File: config.mk
export PLATFORM = sky130hd
export DESIGN_NAME = mult_isolation_check_flat
export DESIGN_NICKNAME = d
export VERILOG_FILES = /design/src/rtl/mult_isolation_check_if.sv /design/src/rtl/mult_isolation_check.sv /design/src/flat_wrapper.sv
export SDC_FILE = /design/constraint.sdc
export NUM_CORES = 1
export LEC_CHECK = 0
export BUFFER_PORTS_ARGS = -buffer_cell sky130_fd_sc_hd__buf_2
export CORE_MARGIN = 2
export CORE_UTILIZATION = 56
export CTS_BUF_LIST = sky130_fd_sc_hd__clkbuf_16
export DETAILED_ROUTE_END_ITERATION = 7
export PLACE_DENSITY_LB_ADDON = 0.15
export SLEW_MARGIN = 0
export SYNTH_ARGS = -nofsm -noshare
export SYNTH_HDL_FRONTEND = slang
export SYNTH_SLANG_ARGS = --single-unit
File: constraint.sdc
create_clock -name clk -period 5.7 [get_ports clk]
set_input_delay 0.285 -clock clk [delete_from_list [all_inputs] [get_ports clk]]
set_output_delay 0.285 -clock clk [all_outputs]
set_load 0.02 [all_outputs]
File: src/rtl/mult_isolation_check_if.sv
// Operand/result bundle for mult_isolation_check: load strobes and operands in,
// both products, valid, sticky mismatch and compare counter out.
interface mult_isolation_check_if #(
   parameter int unsigned WS    = 16,
   parameter int unsigned CNT_W = 8
);
   logic              iex;
   logic [WS-1:0]     ix;
   logic              iey;
   logic [WS-1:0]     iy;
   logic [2*WS-1:0]   prod_main;
   logic [2*WS-1:0]   prod_iso;
   logic              out_valid;
   logic              mismatch;
   logic [CNT_W-1:0]  cmp_cnt;

   modport master (
      output iex, ix, iey, iy,
      input  prod_main, prod_iso, out_valid, mismatch, cmp_cnt
   );

   modport slave (
      input  iex, ix, iey, iy,
      output prod_main, prod_iso, out_valid, mismatch, cmp_cnt
   );
endinterface

File: src/rtl/mult_isolation_check.sv
// Two equal-depth multiplier pipelines (free-running vs. dirty-bit isolated) with a
// built-in equivalence checker. Define MULT_CHECK_ASSERT_EN to compile in the assertion.
module mult_isolation_check #(
   parameter int unsigned WS     = 16,
   parameter int unsigned STAGES = 2,
   parameter int unsigned SIGNED = 0,
   parameter int unsigned CNT_W  = 8
) (
   input  logic                  clk,
   input  logic                  rst_n,
   mult_isolation_check_if.slave bus
);
   localparam int unsigned PW = 2*WS;

   logic [WS-1:0]    na, nb, nc, nd;
   logic             x_q, y_q;
   logic             load_q;
   logic [PW-1:0]    main_prod, iso_prod;
   logic             mism_q;
   logic [CNT_W-1:0] cnt_q;

   function automatic logic [PW-1:0] ext(input logic [WS-1:0] v);
      ext = (SIGNED != 0) ? {{WS{v[WS-1]}}, v} : {{WS{1'b0}}, v};
   endfunction

   // Low PW bits of the extended product equal the signed product when SIGNED=1.
   assign main_prod = ext(na) * ext(nb);
   assign iso_prod  = ext(nc) * ext(nd);
   assign load_q    = x_q | y_q;

   always_ff @(posedge clk or negedge rst_n) begin
      if (!rst_n) begin
         na  <= '0;
         nb  <= '0;
         nc  <= '0;
         nd  <= '0;
         x_q <= 1'b1;
         y_q <= 1'b1;
      end else begin
         if (bus.iex) begin
            na <= bus.ix;
            nc <= bus.ix;
         end
         if (bus.iey) begin
            nb <= bus.iy;
            nd <= bus.iy;
         end
         x_q <= bus.iex;
         y_q <= bus.iey;
      end
   end

   for (genvar k = 1; k <= STAGES; k++) begin : g_st
      logic [PW-1:0] m_q, i_q, m_d, i_d;
      logic          d_q, adv;

      if (k == 1) begin : g_head
         assign m_d = main_prod;
         assign i_d = iso_prod;
         assign adv = load_q;
      end else begin : g_tail
         assign m_d = g_st[k-1].m_q;
         assign i_d = g_st[k-1].i_q;
         assign adv = g_st[k-1].d_q;
      end

      // Isolated stage only advances behind a dirty bit; main stage always loads.
      always_ff @(posedge clk or negedge rst_n) begin
         if (!rst_n) begin
            m_q <= '0;
            i_q <= '0;
            d_q <= 1'b0;
         end else begin
            m_q <= m_d;
            if (adv) i_q <= i_d;
            d_q <= adv;
         end
      end
   end

   always_ff @(posedge clk or negedge rst_n) begin
      if (!rst_n) begin
         mism_q <= 1'b0;
         cnt_q  <= '0;
      end else begin
         mism_q <= mism_q | (g_st[STAGES].m_q != g_st[STAGES].i_q);
         if (g_st[STAGES].d_q && (cnt_q != '1)) cnt_q <= cnt_q + 1'b1;
      end
   end

   assign bus.prod_main = g_st[STAGES].m_q;
   assign bus.prod_iso  = g_st[STAGES].i_q;
   assign bus.out_valid = g_st[STAGES].d_q;
   assign bus.mismatch  = mism_q;
   assign bus.cmp_cnt   = cnt_q;

`ifdef MULT_CHECK_ASSERT_EN
   always_ff @(posedge clk) begin
      if (rst_n) begin
         a_equiv: assert (g_st[STAGES].m_q == g_st[STAGES].i_q);
      end
   end
`else
`endif

endmodule

File: src/flat_wrapper.sv
// flat-port wrapper written by rule: the top's interface ports become plain ports
module mult_isolation_check_flat 
#(
   parameter int unsigned WS     = 16,
   parameter int unsigned STAGES = 2,
   parameter int unsigned SIGNED = 0,
   parameter int unsigned CNT_W  = 8
)
  (clk, rst_n, bus_iex, bus_ix, bus_iey, bus_iy, bus_prod_main, bus_prod_iso, bus_out_valid, bus_mismatch, bus_cmp_cnt);
  mult_isolation_check_if #(.WS(WS), .CNT_W(CNT_W)) bus_i ();
  input  logic clk;
  input  logic rst_n;
  input wire logic [$bits(bus_i.iex)-1:0] bus_iex;
  input wire logic [$bits(bus_i.ix)-1:0] bus_ix;
  input wire logic [$bits(bus_i.iey)-1:0] bus_iey;
  input wire logic [$bits(bus_i.iy)-1:0] bus_iy;
  output wire logic [$bits(bus_i.prod_main)-1:0] bus_prod_main;
  output wire logic [$bits(bus_i.prod_iso)-1:0] bus_prod_iso;
  output wire logic [$bits(bus_i.out_valid)-1:0] bus_out_valid;
  output wire logic [$bits(bus_i.mismatch)-1:0] bus_mismatch;
  output wire logic [$bits(bus_i.cmp_cnt)-1:0] bus_cmp_cnt;
  assign bus_i.iex = bus_iex;
  assign bus_i.ix = bus_ix;
  assign bus_i.iey = bus_iey;
  assign bus_i.iy = bus_iy;
  assign bus_prod_main = bus_i.prod_main;
  assign bus_prod_iso = bus_i.prod_iso;
  assign bus_out_valid = bus_i.out_valid;
  assign bus_mismatch = bus_i.mismatch;
  assign bus_cmp_cnt = bus_i.cmp_cnt;
  mult_isolation_check #(.WS(WS), .STAGES(STAGES), .SIGNED(SIGNED), .CNT_W(CNT_W)) u_core (.clk(clk), .rst_n(rst_n), .bus(bus_i));
endmodule
==> impl_metrics.toml <==
[clocking]
h-tree-depth = 4
postCtsHoldBufs = 0
cts_tree = "built"
numCtsBuffers = 17
cts.path.max_buffers = 2
clkLatencyLatePin_ps = 430
ctsRootBufferMaster = "clkbuf_16"
cts.sinks = 173
path_clk_slew_ps = 80

[synthesis]
synth_cells = 1414
syn_avg_cell_area_um2 = 10.5
synth_flop_cell = "dfrtp_1"
netlist_area_um2 = 14800
ys_ff_latch = 173
synth-async-reset-ratio_pct = 100
synth_edf_count = 0
yosysUniqueCellTypes = 52
synth_warnings = 0
syn-num-nets = 1749
seq_area_frac_synth_pct = 29.2

[final_layout]
final_common_cell = "inv_1"
utilization_pct = 68.7
nFillCells = 1990
final_cell_mix = "231 x inv_1, 196 x nand2_1, 185 x fa_1"
area_growth_pct = 20.6
fin_area_um2 = 17900
multiInputGateArea_um2 = 9790
drive_above_1_share_pct = 29.0
register_area_um2 = 4360
n_antenna_cell = 0
final_nets = 1984

[sta]
max_freq_ghz = 0.173
maxSlewHeadroom_pct = 38.2
worst_slack_ps = -84.1
fin_tns_setup_ps = -115
period_minus_slack_ps = 5780
hold_viol = 32
skew_ps = 12.6
worstMarginPinSlew_ps = 928
slew_violations = 0
post-route-period-util_pct = 101
hold_ws_ps = -45.2
setup_viol_count_final = 3
rsz0062_at_grt = "yes"

[setup_path]
rrSetupSlack_ps = -80
end_kind = "register"
regToRegEndpoint = "u_core.g_st[1].i_q[29]"
critPathRequiredTime_ps = 6010
reg2reg_depth = 21
path_cells = "buf_12, buf_4, nand2_1, fa_1, fa_1, inv_1, fa_1, fa_2, fa_1, inv_1, fa_1, inv_1, ha_4, nand2_4, buf_4, nor4_4, nand3_1, or3_4, nand3b_1, xor2_2, mux2_2"
cp_slowest_stage_delay_ps = 550
critPathKind = "reg2reg"
reg2reg_from = "u_core.nc[9]"
cp.arrival_ps = 6100
crit_path_top_delay_cell = "fa_1"
path_common_cell = "fa_1"
startpoint_type = "register"
crit_fanout = 6

[global_routing]
grt_use_total_pct = 26.1
grt_pass1_vias = 11200
antenna_found_initial = 0
overflow = 0
grt_pass1_wl_um = 57600
grt_max_degree = 104

[floorplan]
start_util_pct = 57.0
std_cell_rows = 59
ioPinCount = 110
die_x_um = 167
die_area_um2 = 27800
fp.dieH_um = 167
core-area_um2 = 26000

[detailed_routing]
drc = 0
drt_iter0_markers = 659
drt-total-wl_um = 34500
drt.antenna.violating_nets = 0
vias = 10400
wire_per_inst_um = 17.3
drt_pass1_iterations = 5
drt-vias-per-instance = 5.22

[place]
dp_hpwl_um = 27500
port_buffers = 109
dpl_cell_area_um2 = 16500
gp_congestion = 0.905

[flow_run]
max-cap-violations = 0

[status]
status = "finished, violations left"
violations = "negative hold slack, negative setup slack"

[worst_hold_path]
hp-class = "in2async"
-- flip-flops by register name, summed over array words and instances, names as in the netlist --
signal,cells
u_core.y_q,1
u_core.bus.cmp_cnt,8
u_core.g_st.d_q,1
u_core.g_st.m_q,32
u_core.nc,16
u_core.bus.prod_iso,32
u_core.bus.out_valid,1
u_core.bus.prod_main,32
u_core.x_q,1
u_core.bus.mismatch,1
u_core.g_st.i_q,32
u_core.nd,16
-- worst max-delay path by stage --
stage	start	end	slack, ps	depth (start not counted)
after detailed placement	u_core.nc[9]	u_core.g_st[1].i_q[24]	-460	19
after global placement	u_core.nc[9]	u_core.g_st[1].i_q[24]	-360	19
final	u_core.nc[9]	u_core.g_st[1].i_q[29]	-80	21
after global routing	u_core.nc[9]	u_core.g_st[1].i_q[29]	-230	21
after CTS	u_core.nc[9]	u_core.g_st[1].i_q[29]	-80	21
after floorplan	u_core.nd[9]	u_core.g_st[1].i_q[29]	30	23
-- routing by layer --
layer | track usage, % | routed length, µm | share of wire [%] | up-vias
li1 | - | - | - | 4866
met1 | 36.8 | 15800 | 46 | 5230
met2 | 43.0 | 16400 | 47 | 281
met3 | 4.16 | 1550 | 4.5 | 51
met4 | 6.48 | 764 | 2.2 | 0
met5 | 0 | 0 | 0 | -
-- what timing repair did --
| item | in CTS | in global routing |
|---|---|---|
| endpoints found under the setup margin | 31 | 23 |
| resized for setup | 64 | 62 |
| hold endpoints to repair | 0 | 0 |
| cloned | 0 | 0 |
| pin swaps | 19 | 24 |
| buffers inserted | 29 | 5 |
-- through the flow --
stage,std cells,setup slack [ps]
2_1_floorplan,1414,25.6
3_3_place_gp,1931,-355
3_5_place_dp,1931,-459
4_1_cts,1991,-81.4
5_1_grt,1996,-234
6_report,1996,-84.1
-- layout make-up --
cell class / instances / area share (%)
Clock inverter: 14 / 0.855
Timing Repair Buffer: 269 / 10.2
Multi-Input combinational cell: 951 / 54.8
Sequential cell: 173 / 24.4
Tap cell: 335 / 2.35
Clock buffer: 17 / 2.38
Inverter: 237 / 4.98
-- kinds of logic (layout without fill, tap and decap cells) --
group / count (synthesis) / in the layout / synth area share [%]
XOR/XNOR: 68 / 68 / 4.02
buffers and inverters: 290 / 537 / 7.64
flip-flops: 173 / 173 / 29.2
AND/OR/NAND/NOR: 397 / 397 / 13.2
multiplexers: 79 / 79 / 6.00
adder cells (fa/ha/maj): 299 / 299 / 35.1
AO/OA/AOI/OAI: 108 / 108 / 4.85
-- critical path, delay by kind of cell (launching register included) --
family	cells	cell delay, ps
flops	1	440
buf+inv	6	590
xor+xnor	1	100
mux	1	270
fa+ha+maj	7	3200
simple gates	6	1080
-- Yosys cell counts, drive strengths merged (2+ instances only) --
| master | n | area, µm² |
|---|---|---|
| a211oi | 4 | 35.0 |
| and4 | 2 | 17.5 |
| a21oi | 38 | 194 |
| o211ai | 6 | 45.0 |
| nor2 | 22 | 82.6 |
| o31ai | 2 | 28.8 |
| mux2 | 78 | 878 |
| clkbuf | 41 | 155 |
| and2 | 129 | 807 |
| a41oi | 3 | 26.3 |
| o21bai | 3 | 26.3 |
| a21boi | 4 | 30.0 |
| o21ai | 19 | 95.1 |
| xor2 | 42 | 368 |
| nand2 | 201 | 754 |
| nor3 | 3 | 15.0 |
| inv | 236 | 886 |
| o221ai | 3 | 26.3 |
| nand3 | 9 | 45.0 |
| xnor2 | 26 | 228 |
| nor4 | 10 | 77.6 |
| dfstp | 2 | 52.6 |
| fa | 194 | 3880 |
| buf | 12 | 86.3 |
| o21a | 3 | 22.5 |
| nand3b | 2 | 15.0 |
| ha | 105 | 1310 |
| a21o | 19 | 143 |
| dfrtp | 171 | 4280 |
| and3 | 4 | 25.0 |
| nand4 | 10 | 77.6 |
Power is left out: the tool's default activity adds up to more than one toggle a clock period on the data nets, which glitch-free logic cannot reach.
